[src/rtl/alu_seq.sv]
// Registered add/sub/logic unit with a multi-cycle shift-add unsigned multiplier.
// Single-cycle ops complete on the start edge; MUL takes WIDTH steps behind busy.
`timescale 1ns/1ps
module alu_seq #(
    parameter int WIDTH = 8
) (
    input  logic             clk,
    input  logic             rst_n,
    input  logic             start,
    input  logic [2:0]       op,
    input  logic [WIDTH-1:0] a,
    input  logic [WIDTH-1:0] b,
    output logic             busy,
    output logic             done,
    output logic [WIDTH-1:0] z_lo,
    output logic [WIDTH-1:0] z_hi,
    output logic             carry,
    output logic             ovf,
    output logic             zero,
    output logic             neg
);

    localparam logic [0:0] S_IDLE = 1'b0;
    localparam logic [0:0] S_MUL  = 1'b1;

    localparam logic [2:0] OP_ADD = 3'b000;
    localparam logic [2:0] OP_SUB = 3'b001;
    localparam logic [2:0] OP_AND = 3'b010;
    localparam logic [2:0] OP_OR  = 3'b011;
    localparam logic [2:0] OP_XOR = 3'b100;
    localparam logic [2:0] OP_MUL = 3'b101;

    localparam int CW = (WIDTH > 2) ? $clog2(WIDTH) : 1;
    localparam logic [CW-1:0] LAST_STEP = CW'(WIDTH - 1);

    logic [0:0]         state;
    logic [WIDTH-1:0]   mcand;
    logic [WIDTH-1:0]   mplier;
    logic [2*WIDTH-1:0] acc;
    logic [CW-1:0]      cnt;

    logic [WIDTH-1:0]   b_eff;
    logic [WIDTH:0]     sum;
    logic [WIDTH-1:0]   alu_res;
    logic               alu_c;
    logic               alu_v;
    logic [2*WIDTH-1:0] addend;
    logic [2*WIDTH-1:0] prod_next;

    // SUB reuses the adder as a + ~b + 1; reserved ops fall through to all-zero.
    always_comb begin
        // NOTE: every output of a combinational block gets a default first, so no path can infer a latch.
        b_eff   = (op == OP_SUB) ? ~b : b;
        sum     = {1'b0, a} + {1'b0, b_eff} + {{WIDTH{1'b0}}, (op == OP_SUB)};
        alu_res = '0;
        alu_c   = 1'b0;
        alu_v   = 1'b0;
        case (op)
            OP_ADD, OP_SUB: begin
                alu_res = sum[WIDTH-1:0];
                alu_c   = sum[WIDTH];
                alu_v   = (a[WIDTH-1] == b_eff[WIDTH-1]) && (sum[WIDTH-1] != a[WIDTH-1]);
            end
            OP_AND:  alu_res = a & b;
            OP_OR:   alu_res = a | b;
            OP_XOR:  alu_res = a ^ b;
            default: alu_res = '0;
        endcase
    end

    // Step cnt adds the multiplicand shifted by cnt when the current multiplier LSB is set.
    always_comb begin
        addend    = mplier[0] ? ({{WIDTH{1'b0}}, mcand} << cnt) : '0;
        prod_next = acc + addend;
    end

    always_ff @(posedge clk or negedge rst_n) begin
        if (!rst_n) begin
            state  <= S_IDLE;
            mcand  <= '0;
            mplier <= '0;
            acc    <= '0;
            cnt    <= '0;
            busy   <= 1'b0;
            done   <= 1'b0;
            z_lo   <= '0;
            z_hi   <= '0;
            carry  <= 1'b0;
            ovf    <= 1'b0;
            zero   <= 1'b0;
            neg    <= 1'b0;
        end else begin
            // NOTE: state is updated with non-blocking assignments so every register samples pre-edge values.
            done <= 1'b0;
            if (state == S_IDLE) begin
                if (start) begin
                    if (op == OP_MUL) begin
                        mcand  <= a;
                        mplier <= b;
                        acc    <= '0;
                        cnt    <= '0;
                        busy   <= 1'b1;
                        state  <= S_MUL;
                    end else begin
                        z_lo  <= alu_res;
                        z_hi  <= '0;
                        carry <= alu_c;
                        ovf   <= alu_v;
                        zero  <= (alu_res == '0);
                        neg   <= alu_res[WIDTH-1];
                        done  <= 1'b1;
                    end
                end
            end else begin
                acc    <= prod_next;
                mplier <= mplier >> 1;
                cnt    <= cnt + CW'(1);
                if (cnt == LAST_STEP) begin
                    z_hi  <= prod_next[2*WIDTH-1:WIDTH];
                    z_lo  <= prod_next[WIDTH-1:0];
                    carry <= |prod_next[2*WIDTH-1:WIDTH];
                    ovf   <= |prod_next[2*WIDTH-1:WIDTH];
                    zero  <= (prod_next == '0);
                    neg   <= prod_next[2*WIDTH-1];
                    done  <= 1'b1;
                    busy  <= 1'b0;
                    state <= S_IDLE;
                end
            end
        end
    end

endmodule
[config.mk]
export PLATFORM = sky130hd
export DESIGN_NAME = alu_seq
export DESIGN_NICKNAME = d
export VERILOG_FILES = /design/src/rtl/alu_seq.sv
export SDC_FILE = /design/constraint.sdc
export NUM_CORES = 1
export LEC_CHECK = 0
export BUFFER_PORTS_ARGS = -buffer_cell sky130_fd_sc_hd__buf_2
export CORE_MARGIN = 5
export CORE_UTILIZATION = 65
export CTS_CLUSTER_SIZE = 20
export DETAILED_ROUTE_END_ITERATION = 10
export PLACE_DENSITY_LB_ADDON = 0.3
export SYNTH_ARGS = -nofsm -noshare
export SYNTH_HDL_FRONTEND = slang
export SYNTH_SLANG_ARGS = --single-unit
export TNS_END_PERCENT = 30
[constraint.sdc]
create_clock -name clk -period 5.2 [get_ports clk]
set_input_delay 0.26 -clock clk [delete_from_list [all_inputs] [get_ports clk]]
set_output_delay 0.26 -clock clk [all_outputs]
set_load 0.02 [all_outputs]
* Word-level counts from Yosys, hierarchy flattened
Index checks and enable logic that the tools add are counted.
** Operators by class
- Shift-type cells :: 1
- Muxes and demuxes :: 49
- Bitwise operators :: 5
- Reduce and logical (&&, ||, !) cells :: 12
- Equality and inequality tests :: 10
- Add/sub/neg operators :: 4
** Operator list (count)
- $mux W8 :: 12
- $mux W16 :: 4
- $pmux W8 S4 :: 1
- $mux W1 :: 29
- $add A16 B16 Y16 :: 1
- $logic_not A16 Y1 :: 1
- $shl A8 B3 Y16 :: 1
- $add A8 B8 Y9 :: 1
- $add A9 B1 Y9 :: 1
- $eq A3 B3 Y1 const B :: 3
- $mux W3 :: 3
- $reduce_and A3 Y1 :: 3
- $and A8 B8 Y8 :: 1
- $logic_not A8 Y1 :: 1
- $not A8 Y8 :: 1
- $or A8 B8 Y8 :: 1
- $reduce_or A8 Y1 :: 1
- $xor A8 B8 Y8 :: 1
- $eq A3 B2 Y1 const B :: 2
- $reduce_bool A2 Y1 :: 2
- $add A3 B1 Y3 const B :: 1
- $eq A3 B1 Y1 const B :: 1
- $logic_not A3 Y1 :: 1
- $ne A2 B1 Y1 const B :: 1
- other kinds (7) :: 7
** Word-level totals
- Logic and storage cells :: 94
- Register bits :: 58
- Bits of input ports :: 22

* Logic depth before layout (Yosys ltp)
Gate-level depths: netlist of run 1.
- Depth in word-level cells :: 10
- Gate-level depth with buffers :: 15
- Depth with buffers taken out :: 14

* Worst setup path after synthesis of run 1
Ideal clock, no wire load.
- Path type :: register -> register
- Start :: register cnt[0]
- End :: register carry
- Path buffers :: 1
- Setup slack :: 1880 ps
- Clock period less this slack :: 3320 ps
- Arrival :: 3200 ps
- Stages on the path, launching flop included :: 16
- Cell sequence :: dfrtp_1 -> buf_1 -> mux2i_1 -> nor2b_1 -> nand3b_1 -> o21ai_0 -> and2_1 -> ha_1 -> o21a_1 -> nor2_1 -> o21ai_0 -> a41oi_1 -> xnor2_1 -> nor4_1 -> nand4bb_1 -> a31o_2
** On the way
- Longest elaborated chain between the ends :: 6
** Ends and longest elaborated chain
- start: declaration :: line 40 : logic [CW-1:0] cnt;
- start signal: assignment :: line 117 : cnt <= cnt + CW'(1);
- $shl A8 B3 Y16 :: line 73 : addend = mplier[0] ? ({{WIDTH{1'b0}}, mcand} << cnt) : '0;
- $mux W16 :: line 73
- $add A16 B16 Y16 :: line 74 : prod_next = acc + addend;
- $reduce_or A8 Y1 :: line 121 : carry <= |prod_next[2*WIDTH-1:WIDTH];
- $mux W1 :: line 118 : if (cnt == LAST_STEP) begin
- $mux W1 :: line 95 : if (state == S_IDLE) begin
- end signal: assignment :: line 107 : carry <= alu_c;
- end signal: assignment :: line 121
- end: declaration :: line 17 : output logic carry,
Parallel ways exist; a longest one is shown, timed or not. The select of a mux whose other input is x is not followed.
A chain may end at the register's enable or synchronous reset.

* Worst setup path after layout of run 1
Ends and elaborated chain as after synthesis.

==> reports/qor.yml, run 1 <==
route:
  vias_per_cell: 6.07
  ant_nets: 0
  drt_iter0_markers: 355
  routed-wl-met2_um: 4670
  wl_met3_um: 667
  drtPass1Iterations: 5
  wl_per_cell_um: 16.5
  num_vias: 3824
  routed_wl_um: 10400
  wl_met1_um: 4790
  highest_layer: "met4"
  drc_errors: 0
timing:
  tns_ns: 0
  rsz0062_at_grt: "no"
  drv_slew: 0
  clock_skew_ns: 0.0111
  fmax_mhz: 270
  hold_viol_final: 0
  fin_crit_sh_pct: 71.2
  setup_violations: 0
  period_minus_slack_ns: 3.70
  whs_ns: 0.0398
  worst_pin_slew_ns: 0.846
  max-slew-margin-rel_pct: 43.5
clock_tree:
  cts.sinks: 58
  clockRootBuffer: "clkbuf_8"
  cts_max_level: 3
  hold_buffers: 0
  cts_resized: 0
  clkTransAtPathRegs_ns: 0.07
  cts_tree: "built"
  cts_made_buffers: 9
  clkLatencyLatePin_ns: 0.34
  cts_buffer_depth: 2
  cts_setup_buffers: 0
global_route:
  grt_pass1_wl_um: 17500
  grt.overflow.total: 0
  grt.total_usage_pct: 25.7
  grt_max_degree: 59
  grt_pass1_vias: 3585
  antenna_found_initial: 0
die:
  core_area_mm2: 0.00668
  die_h_um: 92.0
  std_cell_rows: 30
  fp.dieW_um: 92.0
  num_io_pins: 44
  dieArea_mm2: 0.00847
  start_util_pct: 65.5
placement:
  dpl_cell_area_mm2: 0.00463
  port_buffers: 43
  place_congestion: 0.871
  placed_cells: 614
  place_hpwl_um: 7930
logic_synthesis:
  synth_top_family_by_area: "compound AO/OA/AOI/OAI gates"
  ys_ff_latch: 58
  yosysWarningCount: 0
  synth_cells: 511
  synthSimpleGateAreaFrac_pct: 18.9
  async_reset_ff_share_pct: 100
  synth_ff_type: "dfrtp_1"
  synth-edff-count: 0
  synthAdderAreaFrac_pct: 12.4
  synth_compound_area_share_pct: 19.2
  ys_seq_area_share_pct: 33.2
  syn-cell-area_mm2: 0.00438
  postSynthAreaPerCell_um2: 8.56
  ys_types: 57
  synth_xor_area_share_pct: 5.38
  synth.area.mux_share_pct: 6.55
  synthesis.nets: 575
final_layout:
  area_growth_pct: 9.67
  layout-drive-gt1-share_pct: 16.7
  fin_nets: 609
  final_area_mm2: 0.00480
  layout_commonest_cell: "nand2_1"
  final_cells: 630
  antenna_cells: 0
  fillers: 528
  final_cell_mix: "83 x nand2_1, 58 x dfrtp_1, 44 x o21ai_0, 43 x buf_2, 40 x ha_1"
power_and_ir_drop:
  cellPowerDensity_mw_per_mm2: 479
  leakage_nw: 2.32
  peakVddDrop_uv: 383
  p_total_mw: 2.30
worst_setup_path:
  crit_required_ns: 5.42
  crit_type: "reg -> reg"
  end_kind: "flip-flop"
  startpoint: "cnt[0]$_DFFE_PN0P_"
  cp_max_fo: 13
  worstPathArrival_ns: 3.92
  rr_startpoint: "cnt[0]$_DFFE_PN0P_"
  critPathLaunchType: "flip-flop"
run_status:
  outcome: "finished clean"
flow_run:
  drv_cap: 0
worst_hold_path:
  hp-class: "in -> async"
## metrics by stage
stage | utilization (%) | setup WS [ns]
after floorplan | - | 1.88
after global placement | 69.3 | 1.65
after detailed placement | 69.3 | 1.56
after CTS | 71.8 | 1.52
after global routing | 71.8 | 1.24
final | 71.8 | 1.50
## cell usage after synthesis, types with 10 or more instances
cell / instances / area [um2]
nor2_1: 37 / 139
mux2_2: 13 / 146
mux2i_1: 14 / 140
a21oi_1: 34 / 170
inv_1: 26 / 97.6
o21ai_0: 44 / 220
nand2_1: 83 / 312
nand3_1: 10 / 50.1
dfrtp_1: 58 / 1450
clkbuf_1: 19 / 71.3
ha_1: 40 / 500
xnor2_1: 22 / 193
nor2b_1: 13 / 81.3
## report_power, final
part,switching (mW),internal [mW],total [mW]
Sequential,0.186,0.626,0.812
Clock,0.185,0.170,0.355
Combinational,0.680,0.452,1.13
Total,1.05,1.25,2.30
## cell families after synthesis
group | Yosys count
XOR/XNOR | 26
flip-flops | 58
multiplexers | 27
adder cells (fa/ha/maj) | 42
AO/OA/AOI/OAI | 130
buffers and inverters | 51
AND/OR/NAND/NOR | 177
## final cells by class
cell class	count	area, um2	share of cell area, %
Multi-Input combinational cell	402	2730	56.9
Sequential cell	58	1450	30.2
Timing Repair Buffer	47	245	5.11
Clock buffer	9	124	2.58
Inverter	27	101	2.11
Tap cell	80	100	2.09
Clock inverter	7	43.8	0.913
## flip-flops by register name (all words and copies together) (netlist names)
register	flops
acc	16
busy	1
carry	1
cnt	3
done	1
mcand	8
mplier	8
neg	1
ovf	1
state	1
z_hi	8
z_lo	8
zero	1
## layer usage
| layer | vias to the layer above | GRT usage [%] |
|---|---|---|
| met5 | - | 0 |
| met4 | 0 | 6.56 |
| met3 | 28 | 6.07 |
| met2 | 141 | 40.6 |
| met1 | 1793 | 35.7 |
| li1 | 1862 | - |
## final timing paths
| path | to | slack [ns] | cells past startpoint |
|---|---|---|---|
| setup reg to reg | carry$_DFFE_PN0P_ | 1.50 | 11 |
| hold reg to reg | z_lo[6]$_DFFE_PN0P_ | 0.47 | 2 |
| setup / recovery | carry$_DFFE_PN0P_ | 1.50 | 11 |
| hold / removal | z_hi[6]$_DFFE_PN0P_ | 0.04 | 2 |
| min in group clk | mcand[4]$_DFFE_PN0P_ | 0.24 | 2 |
| max in group asynchronous | acc[11]$_DFFE_PN0P_ | 4.67 | 2 |
## worst max-delay path, cell delays in order, from the launching register on
cell and delay, ns:
dfrtp_1 0.65, mux2_2 0.40, and2_1 0.17, o311a_1 0.33
ha_1 0.35, a21oi_1 0.16, o21ai_0 0.14, o41ai_2 0.44
o31ai_1 0.14, xnor2_1 0.28, nand4bb_1 0.22, a31o_2 0.30
No activity file was read; power rests on OpenSTA's default activity.
==> inputs of run 2 (changes only) <==
--- a/config.mk
+++ b/config.mk
@@ -7,7 +7,7 @@
 export LEC_CHECK = 0
 export BUFFER_PORTS_ARGS = -buffer_cell sky130_fd_sc_hd__buf_2
 export CORE_MARGIN = 5
-export CORE_UTILIZATION = 65
+export CORE_UTILIZATION = 60
 export CTS_CLUSTER_SIZE = 20
 export DETAILED_ROUTE_END_ITERATION = 10
 export PLACE_DENSITY_LB_ADDON = 0.3
==> constraint.sdc (replaced) <==
create_clock -name clk -period 3.5 [get_ports clk]
set_input_delay 0.175 -clock clk [delete_from_list [all_inputs] [get_ports clk]]
set_output_delay 0.175 -clock clk [all_outputs]
set_load 0.02 [all_outputs]
==> reports/qor.yml, run 2 (synthesized netlist as in run 1, its figures left out) <==
worst_setup_path:
  crit_type: "reg -> reg"
  r2r-end: "carry$_DFFE_PN0P_"
  cp_max_fo: 4
  r2r_cells: 14
  end_kind: "flip-flop"
  crit_required_ns: 3.73
  reg2reg_setup_slack_ns: 0.11
  critPathLaunchType: "flip-flop"
  rr_startpoint: "cnt[0]$_DFFE_PN0P_"
  worstPathArrival_ns: 3.62
power_and_ir_drop:
  cellPowerDensity_mw_per_mm2: 738
  swShare_pct: 44.2
  peakVddDrop_uv: 552
  p_clk_share_pct: 18.9
  internal-power_mw: 2.08
  p_total_mw: 3.73
  leakage_nw: 2.41
  p_comb_share_pct: 49.6
  p_switching_mw: 1.65
  p_seq_share_pct: 31.5
final_layout:
  layout_commonest_cell: "nand2_1"
  fin_nets: 623
  layout-drive-gt1-share_pct: 21.3
  largest_register: "acc"
  final_cell_mix: "83 x nand2_1, 56 x dfrtp_1, 43 x buf_2, 42 x o21ai_0, 38 x ha_1"
  antenna_cells: 0
  largest_reg_flops: 16
  fillers: 549
  area_growth_pct: 15.7
die:
  fp.dieW_um: 95.4
  core_area_mm2: 0.00718
  std_cell_rows: 31
  dieArea_mm2: 0.00910
  die_h_um: 95.4
  num_io_pins: 44
  start_util_pct: 61.0
route:
  wl_per_cell_um: 17.0
  num_vias: 3866
  routed_wl_um: 11200
  drt_iter0_markers: 253
  drc_errors: 0
  ant_nets: 0
  vias_per_cell: 5.83
  drtPass1Iterations: 5
global_route:
  antenna_found_initial: 0
  grt_max_degree: 32
  grt_pass1_vias: 3681
  grt.total_usage_pct: 25.4
  grt.overflow.total: 0
  grt_pass1_wl_um: 17800
timing:
  max-slew-margin-rel_pct: 50.2
  whs_ns: 0.154
  fin_crit_sh_pct: 97.0
  setup_violations: 0
  fmax_mhz: 295
  worst_pin_slew_ns: 0.744
  hold_viol_final: 0
  clock_skew_ns: 0.0161
  drv_slew: 0
  period_minus_slack_ns: 3.39
  tns_ns: 0
worst_hold_path:
  min_from: "b[7]"
  hold_path_end: "mplier[7]$_DFFE_PN0P_"
  hold_depth: 3
  hp-class: "in -> reg"
clock_tree:
  cts_max_level: 3
  clockRootBuffer: "clkbuf_8"
  cts_tree: "built"
  clkLatencyLatePin_ns: 0.35
  cts_buffer_depth: 2
  cts_made_buffers: 9
  cts.sinks: 58
  clkTransAtPathRegs_ns: 0.08
flow_run:
  drv_cap: 0
placement:
  place_hpwl_um: 8430
  place_congestion: 0.920
  port_buffers: 43
run_status:
  outcome: "finished clean"
## run 2: final cells by class
class	instances	area (um2)	share of cell area (%)
Multi-Input combinational cell	402	2810	55.5
Sequential cell	58	1450	28.7
Tap cell	99	124	2.45
Clock inverter	7	101	2.00
Inverter	27	101	2.00
Timing Repair Buffer	61	350	6.92
Clock buffer	9	124	2.45
## run 2: critical path: stages, from the launching register on
cell       delay, ns
dfrtp_2         0.39
clkbuf_2        0.19
mux2i_2         0.28
mux2i_1         0.16
a21oi_1         0.20
nor2b_1         0.08
ha_1            0.35
nand3_1         0.09
o22a_1          0.25
a21oi_2         0.21
xnor2_1         0.18
nand2_1         0.08
nor4_1          0.31
nand4bb_1       0.24
a31o_2          0.30
## run 2: worst max-delay path by stage
stage / startpoint / endpoint / slack (ns) / cells past startpoint
after floorplan: cnt[0]$_DFFE_PN0P_ / carry$_DFFE_PN0P_ / 0.18 / 15
after global placement: cnt[0]$_DFFE_PN0P_ / carry$_DFFE_PN0P_ / 0.1 / 10
after detailed placement: cnt[0]$_DFFE_PN0P_ / carry$_DFFE_PN0P_ / -0.007 / 11
after CTS: cnt[0]$_DFFE_PN0P_ / zero$_DFFE_PN0P_ / 0.08 / 13
after global routing: cnt[0]$_DFFE_PN0P_ / ovf$_DFFE_PN0P_ / -0.06 / 14
final: cnt[0]$_DFFE_PN0P_ / carry$_DFFE_PN0P_ / 0.11 / 14
## run 2: power groups by stage
stage / clock [mW] / sequential [mW] / combinational [mW]
detailed placement: 0 / 1.19 / 1.75
floorplan: 0 / 1.19 / 1.22
finish: 0.705 / 1.18 / 1.85
global placement: 0 / 1.18 / 1.70
global route: 0.747 / 1.21 / 2.05
CTS: 0.710 / 1.18 / 1.77
## run 2: per-layer routing
layer | vias to the layer above | global-route usage, % | wire (um)
met5 | - | 0 | 0
met4 | 0 | 7.82 | 216
met3 | 21 | 4.81 | 661
met2 | 121 | 40.8 | 5220
met1 | 1828 | 34.8 | 5150
li1 | 1896 | - | -
## run 2: what timing repair did
item / CTS / global route
pin swaps: 0 / 6
endpoints found under the setup margin: 3 / 6
hold buffers: 1 / 0
gates resized for setup: 1 / 19
hold endpoints to repair: 28 / 0
buffers inserted: 0 / 4
## run 2: stage by stage
step / cell area, um2 / utilization (%) / std cells / worst slack [ns]
final: 5060 / 70.5 / 663 / 0.106
after global routing: 5060 / 70.5 / 663 / -0.0627
after CTS: 4960 / 69.1 / 659 / 0.0780
after detailed placement: 4720 / 65.8 / 642 / -0.00710
after global placement: 4720 / 65.8 / 642 / 0.0987
after floorplan: 4380 / - / 511 / 0.180
